File: config.mk
export PLATFORM = sky130hd
export DESIGN_NAME = dmem_lsu_flat
export DESIGN_NICKNAME = d
export VERILOG_FILES = /design/src/rtl/dmem_lsu_if.sv /design/src/rtl/dmem_lsu.sv /design/src/flat_wrapper.sv
export SDC_FILE = /design/constraint.sdc
export NUM_CORES = 1
export LEC_CHECK = 0
export CORE_ASPECT_RATIO = 1.2
export CORE_UTILIZATION = 42
export CTS_CLUSTER_SIZE = 16
export DETAILED_ROUTE_END_ITERATION = 10
export GPL_TIMING_DRIVEN = 0
export MAX_ROUTING_LAYER = met4
export PLACE_DENSITY = 0.76
export SYNTH_ARGS = -nofsm -noshare
export SYNTH_HDL_FRONTEND = slang
export SYNTH_SLANG_ARGS = --single-unit
File: constraint.sdc
create_clock -name clk -period 2.78 [get_ports clk]
set_clock_uncertainty 0.15 [all_clocks]
set_input_delay 0.417 -clock clk [delete_from_list [all_inputs] [get_ports clk]]
set_output_delay 0.417 -clock clk [all_outputs]
set_load 0.1 [all_outputs]
File: src/rtl/dmem_lsu_if.sv
// Data-memory bus between the load/store unit (master) and the memory (slave).
// One req/ack transaction at a time; mem_ack is a single-cycle pulse.
interface dmem_lsu_if;
  logic        mem_req;
  logic        mem_we;
  logic [31:0] mem_addr;
  logic [3:0]  mem_be;
  logic [31:0] mem_wdata;
  logic [31:0] mem_rdata;
  logic        mem_ack;

  modport master (
    output mem_req, mem_we, mem_addr, mem_be, mem_wdata,
    input  mem_rdata, mem_ack
  );

  modport slave (
    input  mem_req, mem_we, mem_addr, mem_be, mem_wdata,
    output mem_rdata, mem_ack
  );
endinterface

File: src/rtl/dmem_lsu.sv
// Memory-stage load/store unit: issues one req/ack bus access per instruction,
// stalls the pipe while it is outstanding and returns extended load data.
module dmem_lsu #(
  parameter int unsigned MAX_WAIT = 16,
  parameter int unsigned CNT_W    = 5
) (
  input  logic              clk,
  input  logic              rst,
  input  logic [2:0]        load_sel_M,
  input  logic [2:0]        store_sel_M,
  input  logic              m_rnw,
  input  logic              flush_M,
  input  logic [31:0]       addr_M,
  input  logic [31:0]       wdata_M,
  dmem_lsu_if.master        mem,
  output logic              stall_M,
  output logic [31:0]       load_data_M,
  output logic              misalign_M,
  output logic              bus_err_M
);

  typedef enum logic [1:0] {IDLE, BUSY, DONE} state_e;

  state_e             state_q, state_d;
  logic               req_q, req_d;
  logic               we_q, we_d;
  logic [31:0]        addr_q, addr_d;
  logic [3:0]         be_q, be_d;
  logic [31:0]        wdata_q, wdata_d;
  logic [31:0]        ldata_q, ldata_d;
  logic [2:0]         ltype_q, ltype_d;
  logic [1:0]         off_q, off_d;
  logic               err_q, err_d;
  logic [CNT_W-1:0]   cnt_q, cnt_d;

  logic       is_load, is_store, one_sel, misaligned, access_ok;
  logic [1:0] size;

  // size encoding shared by both selects: 00 byte, 01 half, 1x word
  always_comb begin
    is_load    = (load_sel_M != 3'b111);
    is_store   = (store_sel_M != 3'b111);
    one_sel    = is_load ^ is_store;
    size       = is_load ? load_sel_M[1:0] : store_sel_M[1:0];
    misaligned = ((size == 2'b01) && addr_M[0]) || (size[1] && (addr_M[1:0] != 2'b00));
    misalign_M = one_sel && !flush_M && misaligned;
    access_ok  = one_sel && !flush_M && !misaligned;
  end

  function automatic logic [31:0] extend(input logic [31:0] rdata,
                                         input logic [2:0]  ltype,
                                         input logic [1:0]  off);
    logic [7:0]  b;
    logic [15:0] h;
    b = rdata[{off, 3'b000} +: 8];
    h = off[1] ? rdata[31:16] : rdata[15:0];
    case (ltype[1:0])
      2'b00:   extend = ltype[2] ? {24'b0, b} : {{24{b[7]}}, b};
      2'b01:   extend = ltype[2] ? {16'b0, h} : {{16{h[15]}}, h};
      default: extend = rdata;
    endcase
  endfunction

  always_comb begin
    state_d = state_q;
    req_d   = req_q;
    we_d    = we_q;
    addr_d  = addr_q;
    be_d    = be_q;
    wdata_d = wdata_q;
    ldata_d = ldata_q;
    ltype_d = ltype_q;
    off_d   = off_q;
    err_d   = err_q;
    cnt_d   = cnt_q;
    stall_M = 1'b0;
    case (state_q)
      IDLE: begin
        stall_M = access_ok;
        if (access_ok) begin
          state_d = BUSY;
          req_d   = 1'b1;
          we_d    = ~m_rnw;
          addr_d  = {addr_M[31:2], 2'b00};
          ltype_d = load_sel_M;
          off_d   = addr_M[1:0];
          cnt_d   = '0;
          case (store_sel_M[1:0])
            2'b00: begin
              be_d    = 4'b0001 << addr_M[1:0];
              wdata_d = {4{wdata_M[7:0]}};
            end
            2'b01: begin
              be_d    = 4'b0011 << addr_M[1:0];
              wdata_d = {2{wdata_M[15:0]}};
            end
            default: begin
              be_d    = '1;
              wdata_d = wdata_M;
            end
          endcase
          if (m_rnw) be_d = '1;
        end
      end
      BUSY: begin
        stall_M = 1'b1;
        // an ack in the final wait cycle still completes cleanly
        if (mem.mem_ack) begin
          req_d   = 1'b0;
          state_d = DONE;
          if (!we_q) ldata_d = extend(mem.mem_rdata, ltype_q, off_q);
        end else if (cnt_q == CNT_W'(MAX_WAIT - 1)) begin
          req_d   = 1'b0;
          err_d   = 1'b1;
          ldata_d = '0;
          state_d = DONE;
        end else begin
          cnt_d = cnt_q + 1'b1;
        end
      end
      DONE: begin
        err_d   = 1'b0;
        state_d = IDLE;
      end
      default: state_d = IDLE;
    endcase
  end

  always_ff @(posedge clk) begin
    if (rst) begin
      state_q <= IDLE;
      req_q   <= 1'b0;
      we_q    <= 1'b0;
      addr_q  <= '0;
      be_q    <= '0;
      wdata_q <= '0;
      ldata_q <= '0;
      ltype_q <= '0;
      off_q   <= '0;
      err_q   <= 1'b0;
      cnt_q   <= '0;
    end else begin
      state_q <= state_d;
      req_q   <= req_d;
      we_q    <= we_d;
      addr_q  <= addr_d;
      be_q    <= be_d;
      wdata_q <= wdata_d;
      ldata_q <= ldata_d;
      ltype_q <= ltype_d;
      off_q   <= off_d;
      err_q   <= err_d;
      cnt_q   <= cnt_d;
    end
  end

  assign mem.mem_req   = req_q;
  assign mem.mem_we    = we_q;
  assign mem.mem_addr  = addr_q;
  assign mem.mem_be    = be_q;
  assign mem.mem_wdata = wdata_q;
  assign load_data_M   = ldata_q;
  assign bus_err_M     = err_q;

endmodule
File: src/flat_wrapper.sv
// flat-port wrapper written by rule: the top's interface ports become plain ports
module dmem_lsu_flat 
#(
  parameter int unsigned MAX_WAIT = 16,
  parameter int unsigned CNT_W    = 5
)
  (clk, rst, load_sel_M, store_sel_M, m_rnw, flush_M, addr_M, wdata_M, stall_M, load_data_M, misalign_M, bus_err_M, mem_mem_req, mem_mem_we, mem_mem_addr, mem_mem_be, mem_mem_wdata, mem_mem_rdata, mem_mem_ack);
  dmem_lsu_if mem_i ();
  input  logic clk;
  input  logic rst;
  input  logic [2:0] load_sel_M;
  input  logic [2:0] store_sel_M;
  input  logic m_rnw;
  input  logic flush_M;
  input  logic [31:0] addr_M;
  input  logic [31:0] wdata_M;
  output logic stall_M;
  output logic [31:0] load_data_M;
  output logic misalign_M;
  output logic bus_err_M;
  output wire logic [$bits(mem_i.mem_req)-1:0] mem_mem_req;
  output wire logic [$bits(mem_i.mem_we)-1:0] mem_mem_we;
  output wire logic [$bits(mem_i.mem_addr)-1:0] mem_mem_addr;
  output wire logic [$bits(mem_i.mem_be)-1:0] mem_mem_be;
  output wire logic [$bits(mem_i.mem_wdata)-1:0] mem_mem_wdata;
  input wire logic [$bits(mem_i.mem_rdata)-1:0] mem_mem_rdata;
  input wire logic [$bits(mem_i.mem_ack)-1:0] mem_mem_ack;
  assign mem_mem_req = mem_i.mem_req;
  assign mem_mem_we = mem_i.mem_we;
  assign mem_mem_addr = mem_i.mem_addr;
  assign mem_mem_be = mem_i.mem_be;
  assign mem_mem_wdata = mem_i.mem_wdata;
  assign mem_i.mem_rdata = mem_mem_rdata;
  assign mem_i.mem_ack = mem_mem_ack;
  dmem_lsu #(.MAX_WAIT(MAX_WAIT), .CNT_W(CNT_W)) u_core (.clk(clk), .rst(rst), .load_sel_M(load_sel_M), .store_sel_M(store_sel_M), .m_rnw(m_rnw), .flush_M(flush_M), .addr_M(addr_M), .wdata_M(wdata_M), .mem(mem_i), .stall_M(stall_M), .load_data_M(load_data_M), .misalign_M(misalign_M), .bus_err_M(bus_err_M));
endmodule
; ---- Word level (Yosys, flattened, before mapping)
; Index checks and enable logic that the tools add are counted.
[classes]
add_sub_neg = 1
n_eq_ne = 14
n_shift = 3
muxes = 27
n_bitwise = 2
n_reduce_logical = 21
[ops]
columns = cell, n
row1 = $mux 32, 5
row2 = $pmux 32 s2, 2
row3 = $shiftx 32x6->8, 1
row4 = $mux 16, 1
row5 = $mux 5, 3
row6 = $pmux 5 s2, 1
row7 = $reduce_and 3->1, 3
row8 = $eq 2x1->1 const B, 4
row9 = $mux 2, 4
row10 = $pmux 4 s2, 1
row11 = $reduce_bool 2->1, 4
row12 = $logic_not 2->1, 3
row13 = $ne 2x2->1 const B, 3
row14 = $ne 3x3->1 const B, 2
row15 = $pmux 1 s2, 3
row16 = $add 5x1->5 const B, 1
row17 = $eq 5x4->1 const B, 1
row18 = $logic_and 1x1->1, 5
row19 = $mux 1, 5
row20 = $mux 4, 1
row21 = $ne 2x1->1 const B, 2
row22 = $pmux 2 s2, 1
row23 = $reduce_and 2->1, 2
row24 = $reduce_and 4->1, 1
row25 = other kinds (8), 9
[totals]
ff_bits = 113
word_cells = 79

; ---- Longest topological paths before layout
; Gate-level depths: netlist of run 1.
[depth]
depth_word = 9
ltp_mapped = 9

; ---- Worst setup path before layout of run 1
; OpenSTA, ideal clock, no wires.
[synth_timing]
kind = input port to output port
startpoint = input port store_sel_M[0]
endpoint = output port stall_M
t_arrival_ps = 2190
required_ps = 2213
slack_ps = 23
path_stages = 4
path_cell_list = nand3b_1 a32oi_2 a31oi_1 nor2_1
[synth_via]
elab_chain_len = 7
word_cells_on_any_way = 10
classes_between = eq/ne (2) / mux (2) / bitwise (1) / reduce/logical (5)
[synth_lines]
columns = element, line
row1 = start: declaration, flat_wrapper.sv:12  ; input logic [2:0] store_sel_M;
row2 = $mux 2, dmem_lsu.sv:44  ; size = is_load ? load_sel_M[1:0] : store_sel_M[1:0];
row3 = $eq 2x1->1, dmem_lsu.sv:45  ; misaligned = ((size == 2'b01) && addr_M[0]) || (size[1] && (addr_M[1:0] != 2'b00));
row4 = $logic_and 1x1->1, dmem_lsu.sv:45
row5 = $logic_or 1x1->1, dmem_lsu.sv:45
row6 = $logic_not 1->1, dmem_lsu.sv:47  ; access_ok = one_sel && !flush_M && !misaligned;
row7 = $logic_and 1x1->1 (*), dmem_lsu.sv:47
row8 = $pmux 1 s2 (*), dmem_lsu.sv:77  ; case (state_q)
row9 = end: declaration, flat_wrapper.sv:17  ; output logic stall_M;
; Mark *: on every way between the ends. The rest lies on a longest branch, timed or not.

; ---- Worst setup path after layout of run 1
[layout_timing]
startpoint = input port load_sel_M[0]
endpoint = output port misalign_M
[layout_via]
elab_chain_len = 6
word_cells_on_any_way = 9
classes_between = eq/ne (2) / mux (1) / bitwise (1) / reduce/logical (5)
[layout_lines]
columns = element, line
row1 = start: declaration, flat_wrapper.sv:11  ; input logic [2:0] load_sel_M;
row2 = $ne 3x3->1, dmem_lsu.sv:41  ; is_load = (load_sel_M != 3'b111);
row3 = $mux 2, dmem_lsu.sv:44
row4 = $eq 2x1->1, dmem_lsu.sv:45
row5 = $logic_and 1x1->1, dmem_lsu.sv:45
row6 = $logic_or 1x1->1, dmem_lsu.sv:45
row7 = $logic_and 1x1->1 (*), dmem_lsu.sv:46  ; misalign_M = one_sel && !flush_M && misaligned;
row8 = end: declaration, flat_wrapper.sv:19  ; output logic misalign_M;
; Marked as above.

==> results of run 1 <==
[cell usage after synthesis (all sizes together), types with 6 or more instances]
cell and number:
mux2 9, nor3 11, clkbuf 32, nand3 7
a311oi 10, o221ai 7, mux2i 18, a211oi 9
a21oi 71, nor2b 6, o21ai 55, dfxtp 113
nor2 35, a21o 7, o211ai 8, nand2 169
a31oi 11, buf 17
[logic make-up (layout without fill, tap and decap cells)]
kind of cell	after synthesis	count (layout)
AOI/OAI and AO/OA	185	185
xor gates and xnor gates	1	1
adders and majority gates	2	2
buffers and inverters	54	294
DFF	113	113
muxes	27	27
other	1	2
and+or+nand+nor	242	242
[worst reg2reg max path: cells and delay by family (launching register included)]
kind	cells	cell delay (ns)
fa+ha+maj	2	0.42
buf+inv	1	0.40
compound gates	2	0.33
flops	1	0.33
simple gates	4	0.85
[cells in the final DEF, fill, tap and decap left out, types with 2 or more instances in the layout]
cell,count
o21ai_0,55
o22ai_1,2
mux2i_1,18
nor3_1,11
nand2b_1,4
conb_1,2
clkbuf_8,3
a31oi_1,11
a211oi_1,9
nor2b_1,6
nand2_1,169
inv_1,4
a21oi_1,71
a311oi_1,10
nand3_1,7
nand3b_1,4
clkbuf_1,32
clkinv_2,3
buf_2,12
mux2_2,9
clkbuf_16,17
bufinv_16,5
buf_4,5
ha_1,2
o221ai_1,7
clkdlybuf4s50_1,207
a21o_1,7
or3_1,2
dfxtp_1,113
nor2_1,35
o211ai_1,8
[how the worst max path moves through the flow]
stage | start | depth (start not counted) | end
CTS | load_sel_M[0] | 6 | misalign_M
detailed placement | addr_M[0] | 6 | stall_M
global route | load_sel_M[0] | 6 | misalign_M
floorplan | store_sel_M[0] | 4 | stall_M
finish | load_sel_M[0] | 6 | misalign_M
global placement | addr_M[0] | 6 | stall_M
[state kept, by name, indices dropped and copies added (netlist names)]
| name | count |
|---|---|
| u_core.ltype_q | 3 |
| u_core.mem.mem_req | 1 |
| u_core.mem.mem_we | 1 |
| u_core.load_data_M | 32 |
| u_core.cnt_q | 5 |
| u_core.mem.mem_wdata | 32 |
| u_core.mem.mem_addr | 30 |
| u_core.state_q | 2 |
| u_core.bus_err_M | 1 |
| u_core.off_q | 2 |
| u_core.mem.mem_be | 4 |
[through the flow]
step,util (%),instance area [µm²],power (mW),TNS (ns)
6_report,70.0,7830,4.89,0
5_1_grt,70.0,7830,5.03,0
4_1_cts,70.0,7840,4.90,0
3_5_place_dp,64.2,7190,2.51,-1.16
3_3_place_gp,64.2,7190,2.50,-1.12
2_1_floorplan,-,4900,2.19,0
[what timing repair did]
| action | 4_1_cts | 5_1_grt |
|---|---|---|
| hold endpoints to repair | 0 | 0 |
| resized for setup | 8 | 5 |
| gates cloned | 0 | 0 |
| endpoints found under the setup margin | 2 | 3 |
| hold buffers | 0 | 0 |
[layout make-up]
class                   instances  area share, %
well taps                     154           2.46
multi-input cells             459           30.7
repair buffers                209           26.6
inverters                       5          0.240
clock buffers                  21           6.01
plain buffers                  49           2.78
flip-flops and latches        113           28.9
clock inverters                10           2.32
[layer usage]
layer,share of wire (%),GRT usage [%]
met2,49,50.3
met5,0,-
met1,40,32.8
met4,3.9,16.0
met3,7.4,7.69
[power breakdown]
group | switching [mW] | leakage, nW | internal, mW
logic | 0.523 | 1.60 | 0.274
registers | 0.0226 | 0.914 | 1.66
clock network | 0.760 | 0.319 | 1.65
total | 1.31 | 2.83 | 3.59
==> metrics.md, run 1 <==
| Metric | Value |
|---|---|
| Post-synth EDFFs | 0 |
| Largest family of logic cells by synthesized area | compound AO/OA/AOI/OAI gates |
| Arrival time worst endpoint | 2.05 ns |
| Drt pass-1 iters | 5 |
| Clock transition at path regs | 0.05 ns |
| Cell accounting for the most synthesized area | dfxtp_1 |
| DRT Wirelength | 17000 µm |
| Compound-Gate Fraction of Synth Area | 22.3% |
| Cell variety after synth | 38 |
| Final non-filler cell total | 1020 |
| Count of input and output buffers | 209 |
| Post-synthesis cell count | 625 |
| Post-synth top area share | 46.2% |
| Crit path max fanout | 4 |
| Clk Latency, worst-skew pair | 0.42 ns |
| Number of global-route vias before repair | 5505 |
| DIE HEIGHT | 120 µm |
| Post-synthesis xor/xnor area fraction | 0.179% |
| Reg2reg start | u_core.cnt_q[0]$_SDFFE_PP0P_ |
| Mean Syn Cell Area | 7.84 µm² |
| Buf/Inv on CP | 2 |
| Yosys warns | 0 |
| Post-synthesis sequential area ratio | 46.2% |
| Inst Count DP | 989 |
| CP cell instances | clkdlybuf4s50_1 -> nand3_1 -> xor2_1 -> nand2_1 -> nor2_1 -> buf_2 |
| Crit end category | output pin |
| Simple-Gate Fraction of Synth Area | 20.2% |
| Initial antenna violation count | 0 |
| Crit-path slowest cell | clkdlybuf4s50_1 |
| Number of post-CTS setup repair buffers | 0 |
| Final Max Tran Viols | 0 |
| Final ANT Viol Nets | 0 |
| Iteration-0 DRC count of the detailed router | 263 |
| Root Driver | clkbuf_16 |
| Antenna cells | 0 |
| Final hold violations | 0 |
| P_leak | 2.83 nW |
| Final setup fails | 0 |
| Final worst slack | 0.166 ns |
| DRC viols | 0 |
| Remaining Overflow, GRT | 0 |
| Reg2reg path depth | 9 |
| CP max stage delay | 0.58 ns |
| Max VDD drop | 0.000501 V |
| Top FF cell, synth | dfxtp_1 |
| Global-route wire length before repair | 27300 µm |
| Final hold slack | 0.282 ns |
| Top-Level Pins | 212 |
| Tmin final | 2.61 ns |
| Cell Area, Synth | 4900 µm² |
| Via Count | 5419 |
| Die area | 12100 µm² |
| Storage element area | 2260 µm² |
| CTS tree | built |
| Final #Nets | 963 |
| Critical Path RT | 2.21 ns |
| Post-synthesis register bit count | 113 |
| Final period utilization | 94.0% |
| Synth-to-layout area growth | 59.9% |
| Ratio of cells with drive above 1 in the final layout | 6.81% |
| Drt wl/cell | 16.7 µm |
| Largest net degree at the start of global routing | 17 |
| Area of the multi-input gates | 2400 µm² |
| Ys async rst share | 0% |
| CTS Sinks | 113 |
| Vias per cell | 5.31 |
| Crit path max-delay family | buffers and inverters |
| Pwr Density | 625 nW/µm² |
| TritonCTS Buffers | 17 |
| Hold path cells | 2 |
| Worst hold endpoint | u_core.load_data_M[1]$_SDFFE_PP0P_ |
| Die width | 101 µm |
| Hold path start | u_core.load_data_M[1]$_SDFFE_PP0P_ |
| Pre-CTS setup slack | -0.612 ns |
| Outcome | completed |
| Hold Path Class | reg -> reg |
| Worst Setup Start Kind | input port |
| Max Cap Viol | 0 |
| Longest Clk Path Bufs | 2 |
| FP Rows | 42 |
| Worst slew pin tran | 1.06 ns |
| RSZ-0062 raised after global routing | no |
| Core ar. | 11200 µm² |
| Hpwl dp | 12700 µm |
| Worst Path Class, Setup | in -> out |
| Starting Density | 43.8% |
| Synth Area in Adders | 0.511% |
| Worst r2r dst | u_core.load_data_M[24]$_SDFFE_PP0P_ |
| F_max | 0.382 GHz |
| R2R Setup Slk | 0.22 ns |
| Fraction of synthesized area in multiplexers | 5.75% |
| GPL Wtd Cong | 0.864 |
| Gr usage total | 30.1% |
| H-tree depth | 4 |
| Number of fillers in the final layout | 959 |
| Slew HR | 28.9% |
| Area contributors post-synth | dfxtp_1 46%, nand2_1 13%, a21oi_1 7.3% |
Power figures use the tool's default switching activity.
==> run 2, diff against run 1 <==
ABC_AREA = 1   (was not set)
CORE_UTILIZATION = 44   (was 42)
CTS_CLUSTER_DIAMETER = 80   (was not set)
PLACE_DENSITY = 0.77   (was 0.76)
==> metrics.md, run 2 <==
| Metric | Value |
|---|---|
| Total Power | 4.57 mW (-6.5%) |
| Iteration-0 DRC count of the detailed router | 295 (+12%) |
| DIE HEIGHT | 123 µm (+2.1%) |
| Hold path cells | 2 (unchanged) |
| Reg2reg path depth | 12 (+3) |
| Global-route wire length before repair | 28200 µm (+3.3%) |
| CTS tree | built |
| R2R Setup Slk | 0.51 ns (+0.29 ns) |
| Hold Path Class | reg -> reg |
| Most frequent cell after synthesis | nand2_1 |
| Most frequent cells in the layout | 242 x nand2_1, 206 x clkdlybuf4s50_1, 130 x a21oi_1, 113 x dfxtp_1, 84 x nand3_1 |
| Count of input and output buffers | 208 (-0.48%) |
| Die width | 103 µm (+2.1%) |
| Remaining Overflow, GRT | 0 (unchanged) |
| Synth cell count leaders | 242 x nand2_1, 130 x a21oi_1, 113 x dfxtp_1 |
| Buf/Inv on CP | 2 (unchanged) |
| Drt pass-1 iters | 5 (unchanged) |
| Worst Setup Start Kind | input port |
| Ratio of cells with drive above 1 in the final layout | 7.27% (+0.45 points) |
| GPL Wtd Cong | 0.949 (+9.9%) |
| RSZ-0062 raised after global routing | yes |
| Top-Level Pins | 212 (unchanged) |
| Ys async rst share | 0% (unchanged) |
| P_leak | 3.25 nW (+15%) |
| Pwr Density | 557 nW/µm² (-11%) |
| Clock transition at path regs | 0.06 ns (about the same) |
| H-tree depth | 4 (unchanged) |
| Top FF cell, synth | dfxtp_1 |
| Reg2reg start | u_core.cnt_q[0]$_SDFFE_PP0P_ |
| Post-synth EDFFs | 0 (unchanged) |
| Cell Area, Synth | 5350 µm² (+9.3%) |
| F_max | 0.368 GHz (-3.9%) |
| Clk Latency, worst-skew pair | 0.41 ns (about the same) |
| FP Rows | 43 (+2.4%) |
| Area contributors post-synth | dfxtp_1 42%, nand2_1 17%, a21oi_1 12% |
| Worst Path Class, Setup | in -> out |
| Crit path max-delay family | simple AND/OR/NAND/NOR gates |
| Crit path max fanout | 17 (+13) |
| Die area | 12600 µm² (+4.2%) |
| Number of fillers in the final layout | 1067 (+11%) |
| Post-synth top area share | 42.3% (-3.9 points) |
| Worst slew pin tran | 1.03 ns (-0.0383 ns) |
| Outcome | completed |
| Vias per cell | 5.08 (-4.3%) |
| CP startpoint | store_sel_M[1] |
| DRT Wirelength | 18300 µm (+7.5%) |
| Starting Density | 45.6% (+1.9 points) |
| CP max stage delay | 0.57 ns (about the same) |
| Post-synthesis sequential area ratio | 42.3% (-3.9 points) |
| Largest net degree at the start of global routing | 18 (+1) |
| TritonCTS Buffers | 17 (unchanged) |
| Gr usage total | 30.3% (+0.16 points) |
| Final hold slack | 0.313 ns (+0.0313 ns) |
| Crit-path slowest cell | clkdlybuf4s50_1 |
| Longest Clk Path Bufs | 2 (unchanged) |
| DRC viols | 0 (unchanged) |
| Crit-path most repeated cell | nand2_1 |
| Storage element area | 2260 µm² (unchanged) |
| Slew HR | 31.4% (+2.6 points) |
| Core ar. | 11700 µm² (+4.8%) |
| Mean Syn Cell Area | 6.64 µm² (-15%) |
| Number of global-route vias before repair | 5844 (+6.2%) |
| Post-synthesis cell count | 806 (+29%) |
| Synth-to-layout area growth | 53.3% |
| Drt wl/cell | 15.2 µm (-8.9%) |
| CP Depth | 8 (+2) |
| Worst r2r dst | u_core.load_data_M[27]$_SDFFE_PP0P_ |
| Initial antenna violation count | 0 (unchanged) |
| CTS Sinks | 113 (unchanged) |
| Final hold violations | 0 (unchanged) |
| Critical Path RT | 2.21 ns (about the same) |
| Cell accounting for the most synthesized area | dfxtp_1 |
| Tmin final | 2.72 ns (+0.105 ns) |
| Area of the multi-input gates | 2600 µm² (+8.1%) |
| Arrival time worst endpoint | 2.15 ns (+0.10 ns) |
| Via Count | 6116 (+13%) |
| Post-synthesis register bit count | 113 (unchanged) |
| Final core occ | 70.0% (about the same) |
| Hold path start | u_core.mem.mem_addr[15]$_SDFFE_PP0P_ |
| Cts hold-fix bufs | 0 (unchanged) |
| Root Driver | clkbuf_16 |
| CP cell instances | clkdlybuf4s50_1 -> nand3_1 -> nand2_1 -> nand2_1 -> nor2_1 -> nand3_4 -> nand2_1 -> buf_6 |
| Cell variety after synth | 29 (-24%) |
| Final ANT Viol Nets | 0 (unchanged) |
| Max VDD drop | 0.000383 V (-24%) |
| Yosys warns | 0 (unchanged) |
| Antenna cells | 0 (unchanged) |
| Final Max Tran Viols | 0 (unchanged) |
| Final setup fails | 0 (unchanged) |
| Most common cell after layout, fill and taps aside | nand2_1 |
| Post-route setup TNS | 0 ns (unchanged) |
| Final period utilization | 97.8% (+3.8 points) |
| Max Cap Viol | 0 (unchanged) |
| Crit end category | output pin |
| Worst hold endpoint | u_core.mem.mem_addr[15]$_SDFFE_PP0P_ |
| Hpwl dp | 13600 µm (+7.8%) |
| Final #Nets | 1142 (+19%) |
## run 2: repair_timing
| action | 4_1_cts | 5_1_grt |
|---|---|---|
| endpoints found under the setup margin | 2 | 2 |
| setup buffers | 0 | 0 |
| resized for setup | 10 | 3 |
## run 2: worst max-delay path by stage
stage,endpoint,slack (ns)
floorplan,stall_M,0.43
global placement,stall_M,-0.99
detailed placement,stall_M,-1.0
CTS,misalign_M,0.006
global route,stall_M,-0.06
finish,stall_M,0.06
## run 2: report_power, final
| group | total, mW | switching (mW) | internal [mW] |
|---|---|---|---|
| Combinational | 0.813 | 0.532 | 0.281 |
| Clock | 2.08 | 0.819 | 1.26 |
| Sequential | 1.68 | 0.0218 | 1.66 |
| Total | 4.57 | 1.37 | 3.20 |
## run 2: layer usage
metal / share of wire (%) / wire (µm) / vias to the layer above / track usage, %
met4: 3.5 / 637 / 0 / 14.4
met2: 48 / 8790 / 254 / 50.0
met1: 41 / 7560 / 2766 / 34.0
li1: - / - / 3054 / -
met5: 0 / 0 / - / -
met3: 7.1 / 1300 / 42 / 7.52
## run 2: cells by family (layout without fill, tap and decap cells)
kind of cell | Yosys count | after routing | share of synthesized area [%]
DFF | 113 | 113 | 42.3
AOI/OAI and AO/OA | 163 | 163 | 15.7
adders and majority gates | 2 | 2 | 0.467
and+or+nand+nor | 410 | 410 | 32.1
other | 1 | 2 | 0.0700
buffers and inverters | 117 | 356 | 9.42
## run 2: cell type report
type                            instances  share of cell area [%]
Sequential cell                       113                    27.6
Clock inverter                         14                    1.60
Clock buffer                           18                    5.35
Tap cell                              157                    2.39
Buffer                                 53                    3.22
Inverter                               63                    2.88
Multi-Input combinational cell        577                    31.7
Timing Repair Buffer                  208                    25.3
## run 2: worst register-to-register path, cell delays in order (launching register included)
cell      delay, ns
dfxtp_1        0.33
ha_1           0.22
nand2_1        0.08
nor2_1         0.04
ha_1           0.19
nor2_1         0.09
inv_1          0.07
nand2_1        0.11
a21oi_1        0.08
inv_1          0.20
clkbuf_1       0.38
nand2_1        0.11
a21oi_1        0.17
## run 2: per-stage QoR
| step | instances | area (µm²) | worst slack (ns) |
|---|---|---|---|
| after floorplan | 807 | 5360 | 0.431 |
| after global routing | 1203 | 8210 | -0.0604 |
| after global placement | 1172 | 7640 | -0.986 |
| after CTS | 1203 | 8210 | 0.00592 |
| after detailed placement | 1172 | 7640 | -0.999 |
| final | 1203 | 8210 | 0.0607 |
==> run 3, diff against run 2 <==
CTS_CLUSTER_SIZE = 25   (was 16)
SKIP_LAST_GASP = 1   (was not set)
==> metrics.md, run 3 (same netlist as run 2, synthesis figures left out) <==
| Metric | Value |
|---|---|
| Most frequent cells in the layout | 242 x nand2_1, 206 x clkdlybuf4s50_1, 130 x a21oi_1, 113 x dfxtp_1, 84 x nand3_1 |
| Drt pass-1 iters | 5 (unchanged) |
| Final ANT Viol Nets | 0 (unchanged) |
| Hpwl dp | 13600 µm (unchanged) |
| Iteration-0 DRC count of the detailed router | 343 (+16%) |
| Longest Clk Path Bufs | 2 (unchanged) |
| Max VDD drop | 0.000386 V (+0.70%) |
| Pre-CTS setup slack | -0.999 ns (unchanged) |
| Final #Nets | 1142 (unchanged) |
| F_max | 0.367 GHz (-0.15%) |
| Die width | 103 µm (unchanged) |
| Initial antenna violation count | 0 (unchanged) |
| Starting Density | 45.6% (unchanged) |
| Count of input and output buffers | 208 (unchanged) |
| Number of global-route vias before repair | 5829 (-0.26%) |
| Global-route wire length before repair | 28100 µm (-0.20%) |
| Vias per cell | 5.14 (+1.1%) |
| Tmin final | 2.72 ns (+0.00421 ns) |
| Final setup fails | 0 (unchanged) |
| Via Count | 6182 (+1.1%) |
| Final Max Tran Viols | 0 (unchanged) |
| Arrival time worst endpoint | 2.16 ns (about the same) |
| H-tree depth | 4 (unchanged) |
| Worst Setup Start Kind | input port |
| R2R Setup Slk | 0.50 ns (about the same) |
| Crit path max fanout | 17 (unchanged) |
| Worst slew pin tran | 1.03 ns (-0.0000651 ns) |
| Outcome | completed |
| Hold Path Class | reg -> reg |
| DIE HEIGHT | 123 µm (unchanged) |
| GPL Wtd Cong | 0.949 (unchanged) |
| Die area | 12600 µm² (unchanged) |
| Synth-to-layout area growth | 53.3% (unchanged) |
| Largest net degree at the start of global routing | 18 (unchanged) |
| CTS tree | built |
| Reg2reg start | u_core.cnt_q[0]$_SDFFE_PP0P_ |
| Final hold violations | 0 (unchanged) |
| Worst Path Class, Setup | in -> out |
| Final hold slack | 0.313 ns (-0.0000100 ns) |
| Clk Latency, worst-skew pair | 0.41 ns (about the same) |
| Ratio of cells with drive above 1 in the final layout | 7.27% (unchanged) |
| Final period utilization | 98.0% (+0.15 points) |
| Core ar. | 11700 µm² (unchanged) |
| CTS Sinks | 113 (unchanged) |
| Hold path cells | 2 (unchanged) |
| Pwr Density | 558 nW/µm² (+0.12%) |
| Final core occ | 70.0% (unchanged) |
| Clock transition at path regs | 0.06 ns (about the same) |
| Gr usage total | 30.2% (-0.074 points) |
| DRT Wirelength | 18300 µm (+0.21%) |
| Final instance area | 8210 µm² (unchanged) |
| Critical Path RT | 2.21 ns (about the same) |
| Antenna cells | 0 (unchanged) |
| TritonCTS Buffers | 17 (unchanged) |
| RSZ-0062 raised after global routing | yes |
| Number of fillers in the final layout | 1067 (unchanged) |
| Max Cap Viol | 0 (unchanged) |
| Remaining Overflow, GRT | 0 (unchanged) |
| Most common cell after layout, fill and taps aside | nand2_1 |
| P_leak | 3.25 nW (unchanged) |
| Cts hold-fix bufs | 0 (unchanged) |
| Reg2reg path depth | 12 (unchanged) |
| Worst hold endpoint | u_core.mem.mem_addr[15]$_SDFFE_PP0P_ |
| FP Rows | 43 (unchanged) |
| Slew HR | 31.5% (about the same) |
| Crit end category | output pin |
| Area after DPL | 7640 µm² (unchanged) |
| Drt wl/cell | 15.2 µm (+0.21%) |
| Hold path start | u_core.mem.mem_addr[15]$_SDFFE_PP0P_ |
| Root Driver | clkbuf_16 |
| DRC viols | 0 (unchanged) |
| Worst r2r dst | u_core.load_data_M[27]$_SDFFE_PP0P_ |
| Top-Level Pins | 212 (unchanged) |
| Final worst slack | 0.0565 ns (-0.00421 ns) |
## run 3: worst max-delay path by stage
stage	start	end	slack, ns	cells after the start
6_report	store_sel_M[1]	stall_M	0.06	8
5_1_grt	store_sel_M[1]	stall_M	-0.06	8
4_1_cts	store_sel_M[1]	stall_M	-0.17	8
3_5_place_dp	addr_M[1]	stall_M	-1.0	10
3_3_place_gp	addr_M[1]	stall_M	-0.99	10
2_1_floorplan	load_sel_M[1]	stall_M	0.43	7
## run 3: worst max-delay path, stage by stage
cell             delay, ns
clkdlybuf4s50_1       0.57
nand3_1               0.13
nand2_1               0.07
nand2_1               0.07
nor2_1                0.24
nand3_4               0.25
nand2_1               0.16
buf_6                 0.23
## run 3: through the flow
| stage | power (mW) | setup TNS, ns | std cells |
|---|---|---|---|
| after detailed placement | 2.52 | -1.47 | 1172 |
| after global placement | 2.52 | -1.46 | 1172 |
| final | 4.58 | 0 | 1203 |
| after floorplan | 2.21 | 0 | 807 |
| after global routing | 4.72 | -0.0604 | 1203 |
| after CTS | 4.59 | -0.172 | 1203 |
## run 3: layout make-up
| class | count | area [µm²] | area share, % |
|---|---|---|---|
| buffer | 53 | 264 | 3.22 |
| clock buffer | 18 | 439 | 5.35 |
| clock inverter | 14 | 131 | 1.60 |
| inverter | 63 | 236 | 2.88 |
| multi-input combinational | 577 | 2600 | 31.7 |
| sequential | 113 | 2260 | 27.6 |
| tap | 157 | 196 | 2.39 |
| timing repair buffer | 208 | 2080 | 25.3 |
## run 3: per-layer routing
layer	GRT usage [%]	part of all wire (%)	vias to the layer above
met4	14.5	3.4	0
met5	-	0	-
li1	-	-	3057
met1	34.2	41	2791
met3	7.29	7.6	41
met2	49.7	48	293
## run 3: timing repair
item	in CTS	in global routing
gates resized for setup	8	6
endpoints found under the setup margin	2	2
cloned	0	0
buffers inserted	0	0
## run 3: power breakdown
part | total, mW | internal, mW | switching, mW
logic | 0.814 | 0.281 | 0.533
clock network | 2.08 | 1.26 | 0.823
registers | 1.68 | 1.66 | 0.0217
total | 4.58 | 3.20 | 1.38
